==> config.mk <==
export PLATFORM = sky130hd
export DESIGN_NAME = tree_deserializer_aligner
export DESIGN_NICKNAME = d
export VERILOG_FILES = /design/src/rtl/tree_deserializer_aligner.sv
export SDC_FILE = /design/constraint.sdc
export NUM_CORES = 1
export LEC_CHECK = 0
export CAP_MARGIN = 20
export CORE_MARGIN = 2
export CORE_UTILIZATION = 55
export DETAILED_ROUTE_END_ITERATION = 10
export PLACE_DENSITY_LB_ADDON = 0.3
export SKIP_CTS_REPAIR_TIMING = 1
export SLEW_MARGIN = 10
export SYNTH_ARGS = -nofsm -noshare
export SYNTH_HDL_FRONTEND = slang
export SYNTH_SLANG_ARGS = --single-unit
==> constraint.sdc <==
create_clock -name clk_i -period 3.75 [get_ports clk_i]
set_input_delay 0.75 -clock clk_i [delete_from_list [all_inputs] [get_ports clk_i]]
set_output_delay 0.75 -clock clk_i [all_outputs]
set_load 0.02 [all_outputs]
==> src/rtl/tree_deserializer_aligner.sv <==
`default_nettype none
// +----------------------------------------------------------------------------+
// | Module : tree_deserializer_aligner                                         |
// | Brief  : 1-bit stream to FROM-bit words, sync-word frame alignment         |
// | Rev    : 1.0  initial release                                              |
// +----------------------------------------------------------------------------+
module tree_deserializer_aligner #(
    parameter int              FROM       = 16,
    parameter int              LOGFROM    = 4,
    parameter logic [FROM-1:0] SYNC_WORD  = 16'hF628,
    parameter int              FRAME_LEN  = 8,
    parameter int              LOCK_CNT   = 2,
    parameter int              UNLOCK_CNT = 2
) (
    input  logic            clk_i,
    input  logic            reset_ni,
    input  logic            data_i,
    input  logic            realign_i,
    output logic [FROM-1:0] data_o,
    output logic            valid_o,
    output logic            sof_o,
    output logic            lock_o,
    output logic            sync_err_o
);

    localparam int WIDX_W = $clog2(FRAME_LEN);
    localparam int GOOD_W = $clog2(LOCK_CNT + 1);
    localparam int MISS_W = $clog2(UNLOCK_CNT + 1);

    localparam logic [1:0] c_ST_SEARCH = 2'd0;
    localparam logic [1:0] c_ST_VERIFY = 2'd1;
    localparam logic [1:0] c_ST_LOCKED = 2'd2;

    localparam logic [LOGFROM-1:0] c_BIT_LAST  = LOGFROM'(FROM - 1);
    localparam logic [WIDX_W-1:0]  c_WIDX_LAST = WIDX_W'(FRAME_LEN - 1);
    localparam logic [WIDX_W-1:0]  c_WIDX_ONE  = WIDX_W'(1);
    localparam logic [GOOD_W-1:0]  c_LOCK      = GOOD_W'(LOCK_CNT);
    localparam logic [MISS_W-1:0]  c_UNLOCK    = MISS_W'(UNLOCK_CNT);

    logic [1:0]         r_state;
    logic [1:0]         w_state_nxt;
    logic [FROM-1:0]    r_sr;
    logic [LOGFROM-1:0] r_bitcnt;
    // r_widx is the frame slot of the word that will sit in r_sr at the next boundary
    logic [WIDX_W-1:0]  r_widx;
    logic [GOOD_W-1:0]  r_good;
    logic [MISS_W-1:0]  r_miss;
    logic [FROM-1:0]    r_data;
    logic               r_valid;
    logic               r_sof;
    logic               r_sync_err;

    logic               w_sync_hit;
    logic               w_boundary;
    logic               w_sync_slot;
    logic [GOOD_W-1:0]  w_good_nxt;
    logic [MISS_W-1:0]  w_miss_nxt;
    logic               w_lock;
    logic               w_emit_payload;
    logic               w_emit_err;

    assign w_sync_hit  = (r_sr == SYNC_WORD);
    assign w_boundary  = (r_bitcnt == c_BIT_LAST);
    assign w_sync_slot = (r_widx == '0);
    assign w_good_nxt  = r_good + GOOD_W'(1);
    assign w_miss_nxt  = r_miss + MISS_W'(1);

    always_ff @(posedge clk_i) begin
        if (reset_ni) begin
            r_state <= c_ST_SEARCH;
        end else begin
            r_state <= w_state_nxt;
        end
    end

    always_comb begin
        w_state_nxt = r_state;
        if (realign_i) begin
            w_state_nxt = c_ST_SEARCH;
        end else begin
            case (r_state)
                c_ST_SEARCH: begin
                    if (w_sync_hit) begin
                        w_state_nxt = (LOCK_CNT == 1) ? c_ST_LOCKED : c_ST_VERIFY;
                    end
                end
                c_ST_VERIFY: begin
                    if (w_boundary && w_sync_slot) begin
                        if (!w_sync_hit) begin
                            w_state_nxt = c_ST_SEARCH;
                        end else if (w_good_nxt >= c_LOCK) begin
                            w_state_nxt = c_ST_LOCKED;
                        end
                    end
                end
                c_ST_LOCKED: begin
                    if (w_boundary && w_sync_slot && !w_sync_hit && (w_miss_nxt >= c_UNLOCK)) begin
                        w_state_nxt = c_ST_SEARCH;
                    end
                end
                default: w_state_nxt = c_ST_SEARCH;
            endcase
        end
    end

    always_comb begin
        w_lock         = (r_state == c_ST_LOCKED);
        w_emit_payload = w_lock && w_boundary && !w_sync_slot && !realign_i;
        w_emit_err     = w_lock && w_boundary && w_sync_slot && !w_sync_hit && !realign_i;
    end

    always_ff @(posedge clk_i) begin
        if (reset_ni) begin
            r_sr       <= '0;
            r_bitcnt   <= '0;
            r_widx     <= '0;
            r_good     <= '0;
            r_miss     <= '0;
            r_data     <= '0;
            r_valid    <= 1'b0;
            r_sof      <= 1'b0;
            r_sync_err <= 1'b0;
        end else begin
            r_sr       <= {r_sr[FROM-2:0], data_i};
            r_valid    <= 1'b0;
            r_sof      <= 1'b0;
            r_sync_err <= w_emit_err;
            if (w_emit_payload) begin
                r_data  <= r_sr;
                r_valid <= 1'b1;
                r_sof   <= (r_widx == c_WIDX_ONE);
            end
            if (realign_i) begin
                r_bitcnt <= '0;
                r_widx   <= '0;
                r_good   <= '0;
                r_miss   <= '0;
            end else if (r_state == c_ST_SEARCH) begin
                if (w_sync_hit) begin
                    r_bitcnt <= '0;
                    r_widx   <= c_WIDX_ONE;
                    r_good   <= GOOD_W'(1);
                    r_miss   <= '0;
                end
            end else begin
                r_bitcnt <= w_boundary ? '0 : r_bitcnt + LOGFROM'(1);
                if (w_boundary) begin
                    r_widx <= (r_widx == c_WIDX_LAST) ? '0 : r_widx + WIDX_W'(1);
                    if (w_sync_slot) begin
                        if (r_state == c_ST_VERIFY) begin
                            if (w_sync_hit && (r_good < c_LOCK)) begin
                                r_good <= w_good_nxt;
                            end
                            r_miss <= '0;
                        end else if (w_sync_hit) begin
                            r_miss <= '0;
                        end else if (r_miss < c_UNLOCK) begin
                            r_miss <= w_miss_nxt;
                        end
                    end
                end
            end
        end
    end

    assign data_o     = r_data;
    assign valid_o    = r_valid;
    assign sof_o      = r_sof;
    assign lock_o     = w_lock;
    assign sync_err_o = r_sync_err;

endmodule
`default_nettype wire

==> results of run 1 <==
critical path: cells and delay by family (launching register included):
family,cells,cell delay (ns)
buffers and inverters,2,0.71
flip-flops,1,0.59
AND/OR/NAND/NOR,1,0.11
kinds of logic (layout without fill, tap and decap cells):
| logic type | after synthesis | after routing | synth area share [%] |
|---|---|---|---|
| compound gates | 45 | 45 | 13.5 |
| fa+ha+maj | 5 | 5 | 3.23 |
| buf+inv | 15 | 35 | 3.48 |
| flops | 48 | 48 | 49.5 |
| simple gates | 99 | 99 | 29.3 |
| xor+xnor | 2 | 2 | 0.903 |
stage by stage:
step	util [%]	worst slack, ns
after floorplan	-	1.96
after global placement	64.8	1.24
after detailed placement	64.8	1.19
after CTS	67.9	1.22
after global routing	67.9	1.15
final	67.9	1.22
flip-flops by register name, indices dropped and copies added (netlist names):
name and flops:
valid_o 1, r_good 2, data_o 16, r_bitcnt 4, r_sr 16, r_widx 3
sync_err_o 1, r_state 2, sof_o 1, r_miss 2
cells in the mapped netlist, types with 2 or more instances:
library cell / number
clkbuf_1: 7
nand2b_1: 3
dfxtp_1: 48
ha_1: 5
and4_1: 2
a21boi_0: 2
inv_1: 3
a21oi_1: 27
o21ai_0: 5
nor2b_1: 18
or4_1: 2
nor3_1: 5
nand3_1: 8
o31a_1: 2
nand2_1: 39
nor2_1: 10
or2_2: 2
buf_2: 3
xnor2_1: 2
and4bb_2: 2
power breakdown:
| part | internal (mW) | total [mW] | switching [mW] |
|---|---|---|---|
| registers | 0.512 | 0.513 | 0.00107 |
| logic | 0.00582 | 0.0157 | 0.00993 |
| clock network | 0.210 | 0.378 | 0.168 |
| total | 0.727 | 0.906 | 0.179 |
layout make-up:
class                           count  area [um2]  share of cell area, %
Inverter                            3        11.3                  0.493
Multi-Input combinational cell    151         911                   39.9
Timing Repair Buffer               24         238                   10.4
Tap cell                           46        57.6                   2.52
Sequential cell                    48         961                   42.1
Clock buffer                        5        37.5                   1.64
Clock inverter                      3        68.8                   3.01
worst min path at each step:
stage                              end  slack [ns]  cells after the start
4_1_cts         data_o[6]$_SDFFE_PP0P_        0.47                      2
6_report        data_o[5]$_SDFFE_PP0P_        0.46                      2
5_1_grt             r_sr[5]$_SDFF_PP0_        0.48                      1
3_3_place_gp    data_o[2]$_SDFFE_PP0P_        0.44                      2
2_1_floorplan  data_o[15]$_SDFFE_PP0P_        0.43                      2
3_5_place_dp    data_o[6]$_SDFFE_PP0P_        0.45                      2
routing by layer:
metal | global-route usage (%) | routed length (um) | vias up
met1 | 27.6 | 1750 | 699
met5 | 0 | 0 | -
met4 | 6.52 | 49 | 0
met3 | 5.36 | 183 | 5
li1 | - | - | 765
met2 | 29.7 | 1460 | 33
==> run_results.csv, run 1 <==
group,metric,value,unit
run_status,run_status,"complete, no violations",
sta,post-route-period-util,67.6,%
layout,nets,242,
setup_path,cpMaxStageDelayCell,"clkdlybuf4s50_1",
cts,cts_tree,"done",
layout,areaGrowthSynthToFinish,17.8,%
synthesis,seq_area_frac_synth,49.5,%
setup_path,cp_max_fo,11,
min_path,hp-class,"reg -> reg",
setup_path,critPathArrivalTime,1.78,ns
routing,routed_wl,3450,um
synthesis,synth_cell_type_count,39,
global_routing,antenna_found_initial,0,
layout,nFillCells,293,
placement,dp.cells,272,
setup_path,reg2reg_from,"r_bitcnt[0]$_SDFFE_PP0P_",
min_path,min_from,"data_o[5]$_SDFFE_PP0P_",
power_and_ir_drop,irDropWorstVdd,0.000284,V
sta,max_clock_freq,394,MHz
sta,holdWs,0.462,ns
setup_path,cpPeakStageDelay,0.61,ns
routing,drt_iter0_drc,67,
routing,avgViaCountPerCell,5.36,
cts,clockBufferDepth,2,
sta,setup_viol,0,
die,die_w,63.4,um
synthesis,synthesis.nets,223,
placement,place_area,0.00218,mm2
synthesis,synth.area.top_cells,"dfxtp_1 50%, nand2_1 7.5%, a21oi_1 7.0%",
synthesis,synth-seq-cells,48,
global_routing,grt_pass1_wl,6320,um
setup_path,cp-end-kind,"output port",
setup_path,worstSetupStartpointType,"flip-flop",
global_routing,grt_pass1_vias,1379,
layout,final_area,0.00228,mm2
sta,rsz0062_at_grt,"false",
layout,mostFrequentLayoutCells,"48 x dfxtp_1, 39 x nand2_1, 27 x a21oi_1",
cts,numCtsBuffers,5,
setup_path,cp-startpoint,"r_state[1]$_SDFFE_PP0P_",
synthesis,ys.flop_type,"dfxtp_1",
setup_path,crit_end,"lock_o",
layout,diodes,0,
sta,worst_pin_slew,0.784,ns
global_routing,grt_use_total,19.8,%
die,die_y,63.4,um
synthesis,yosys.area.top_type,"dfxtp_1",
cts,cts_root_buf,"clkbuf_4",
routing,vias,1502,
cts,path_clk_slew,0.15,ns
setup_path,crit_type,"reg -> out",
cts,clk_latency,0.37,ns
cts,cts_sinks,48,
synthesis,synth_edf_count,0,
synthesis,synth_top_area_share,49.5,%
sta,fin_skew,0.0152,ns
power_and_ir_drop,leakagePower,0.835,nW
setup_path,cp_data_required_time,3.00,ns
placement,io_buffers,23,
flow_run,maxCapViolCount,0,
placement,dp_hpwl,2290,um
layout,stdcell_count,280,
synthesis,synthCells,214,
power_and_ir_drop,finalPower,906,uW
synthesis,synth_area_per_cell,9.06,um2
die,core-area,0.00336,mm2
sta,drv_slew,0,
setup_path,worst_r2r_endpoint,"sof_o$_SDFF_PP0_",
global_routing,grt_max_degree,37,
die,die_area,0.00402,mm2
die,start_util,57.7,%
sta,hold_viol,0,
setup_path,cp_cell_sequence,"nand2b_4 > inv_1 > clkdlybuf4s50_1",
die,row_count,21,
routing,wl_per_cell,12.3,um
sta,relSlewSlack,47.3,%
layout,final_common_cell,"dfxtp_1",
synthesis,synth_area,0.00194,mm2
sta,finalSetupTns,0,ns
die,ios,24,
power_and_ir_drop,power.density,397,mW/mm2
global_routing,grt-ovfl-total,0,
setup_path,regToRegSetupSlack,1.64,ns
routing,antenna_left,0,
sta,fin_crit,2.53,ns
routing,dr.pass1.iters,4,
setup_path,reg2reg_depth,4,
layout,drive_gt1_share,7.69,%
cts,ctsHtreeMaxLevel,2,
routing,drc,0,
placement,place.gp.congestion,0.824,
synthesis,yosys_warnings,0,
synthesis,synthArstFlopShare,0,%
Note: power is estimated with default switching activity, not from simulation.
==> inputs of run 2 (changes only) <==
Settings changed: CORE_UTILIZATION 55 to 49.
Clock period 3.75 ns to 2.1 ns, I/O delays scaled along.
==> run 2 against run 1 <==
Against the previous run: global-route usage is 1.5 points lower; sequential cell count stayed put; worst hold slack worse by 0.0073 ns; wire length is 5.2% higher; final cell count is 3.9% higher; via count is 1.1% higher; critical path type unchanged; largest power group unchanged.
==> run_results.csv, run 2 (synthesized netlist as in run 1, its figures left out) <==
group,metric,value,unit
cts,clk_latency,0.30,ns
setup_path,worst-path-buf-inv,2,
routing,wl_per_cell,12.5,um
routing,routed_wl,3630,um
routing,vias,1519,
setup_path,critPathArrivalTime,1.52,ns
placement,pre_cts_ws,0.206,ns
sta,setup_viol,0,
cts,cts_sinks,48,
sta,fin_crit,1.94,ns
layout,areaGrowthSynthToFinish,22.2,%
routing,drc,0,
layout,drive_gt1_share,11.1,%
min_path,hold_depth,2,
min_path,hp-class,"reg -> reg",
setup_path,cp-end-kind,"output port",
sta,post-route-period-util,92.3,%
die,die_y,66.9,um
sta,fin_skew,0.00656,ns
sta,max_clock_freq,516,MHz
routing,drt_iter0_drc,97,
setup_path,cpMaxStageDelayCell,"clkdlybuf4s50_1",
cts,clockBufferDepth,2,
sta,finalSetupTns,0,ns
setup_path,cp_cell_sequence,"nand2b_4 > inv_1 > clkdlybuf4s50_1",
setup_path,cp_max_fo,7,
setup_path,cp.depth,3,
layout,final_common_cell,"dfxtp_1",
die,row_count,22,
power_and_ir_drop,power.density,691,mW/mm2
cts,cts_tree,"done",
sta,worst_pin_slew,0.412,ns
global_routing,use_met3,4.56,%
global_routing,grt_pass1_wl,6150,um
cts,path_clk_slew,0.08,ns
sta,worst_slack,0.161,ns
placement,io_buffers,23,
setup_path,worstSetupStartpointType,"flip-flop",
global_routing,antenna_found_initial,0,
setup_path,cp_data_required_time,1.68,ns
global_routing,use_met2,32.5,%
power_and_ir_drop,irDropWorstVdd,0.000418,V
layout,mostFrequentLayoutCells,"48 x dfxtp_1, 39 x nand2_1, 27 x a21oi_1",
layout,stdcell_count,291,
global_routing,grt_busiest_layer,"met2",
run_status,run_status,"complete, no violations",
routing,avgViaCountPerCell,5.22,
die,start_util,51.8,%
power_and_ir_drop,leakagePower,0.883,nW
global_routing,grt_max_degree,35,
global_routing,grt-ovfl-total,0,
cts,numCtsBuffers,5,
layout,nFillCells,335,
routing,dr.pass1.iters,4,
sta,drv_slew,0,
placement,dp.cells,283,
flow_run,maxCapViolCount,0,
die,die_w,66.9,um
cts,cts_root_buf,"clkbuf_8",
power_and_ir_drop,finalPower,1.64,mW
cts,ctsHtreeMaxLevel,2,
placement,place.gp.congestion,0.813,
sta,rsz0062_at_grt,"false",
setup_path,reg2reg_depth,6,
global_routing,grt_util_met1,21.5,%
die,core-area,0.00374,mm2
layout,nets,251,
routing,antenna_left,0,
die,die_area,0.00448,mm2
layout,diodes,0,
setup_path,crit_type,"reg -> out",
global_routing,grt_use_total,18.3,%
sta,holdWs,0.455,ns
global_routing,grt_pass1_vias,1398,
placement,dp_hpwl,2530,um
setup_path,cp_top_family,"buffers and inverters",
sta,relSlewSlack,72.5,%
die,ios,24,
sta,hold_viol,0,
setup_path,cpPeakStageDelay,0.53,ns
-- run 2: through the flow --
stage	util [%]	cell area, um2
2_1_floorplan	-	1940
3_3_place_gp	60.1	2250
3_5_place_dp	60.1	2250
4_1_cts	63.3	2370
5_1_grt	63.3	2370
6_report	63.3	2370
-- run 2: layout make-up --
class	count	area, um2	share of cell area, %
clock inverters	2	38.8	1.64
flip-flops and latches	48	961	40.5
well taps	48	60.1	2.53
inverters	3	11.3	0.475
repair buffers	33	305	12.9
clock buffers	6	82.6	3.48
multi-input cells	151	911	38.4
-- run 2: routing by layer --
layer	vias up	part of all wire (%)
met5	-	0
met1	699	44
met3	4	4.1
met2	31	50
li1	785	-
met4	0	0.94
-- run 2: worst paths after layout --
kind | slack (ns) | startpoint | to
worst max register to register | 0.20 | r_widx[0]$_SDFFE_PP0P_ | sof_o$_SDFF_PP0_
worst min-delay path | 0.45 | data_o[5]$_SDFFE_PP0P_ | data_o[5]$_SDFFE_PP0P_
worst min register to register | 0.45 | data_o[5]$_SDFFE_PP0P_ | data_o[5]$_SDFFE_PP0P_
worst max-delay path | 0.16 | r_state[0]$_SDFFE_PP0P_ | lock_o
-- run 2: where the power goes --
group          leakage (nW)  switching, mW  internal (mW)  total [mW]
sequential            0.387        0.00214          0.912       0.914
clock                0.0614          0.302          0.389       0.691
combinational         0.435         0.0183         0.0128      0.0311
total                 0.883          0.322           1.31        1.64
-- run 2: tightest hold or removal path, stage by stage, from the launching register on --
cell and delay [ns]:
dfxtp_1 0.31, nand2_1 0.05, a21oi_1 0.05
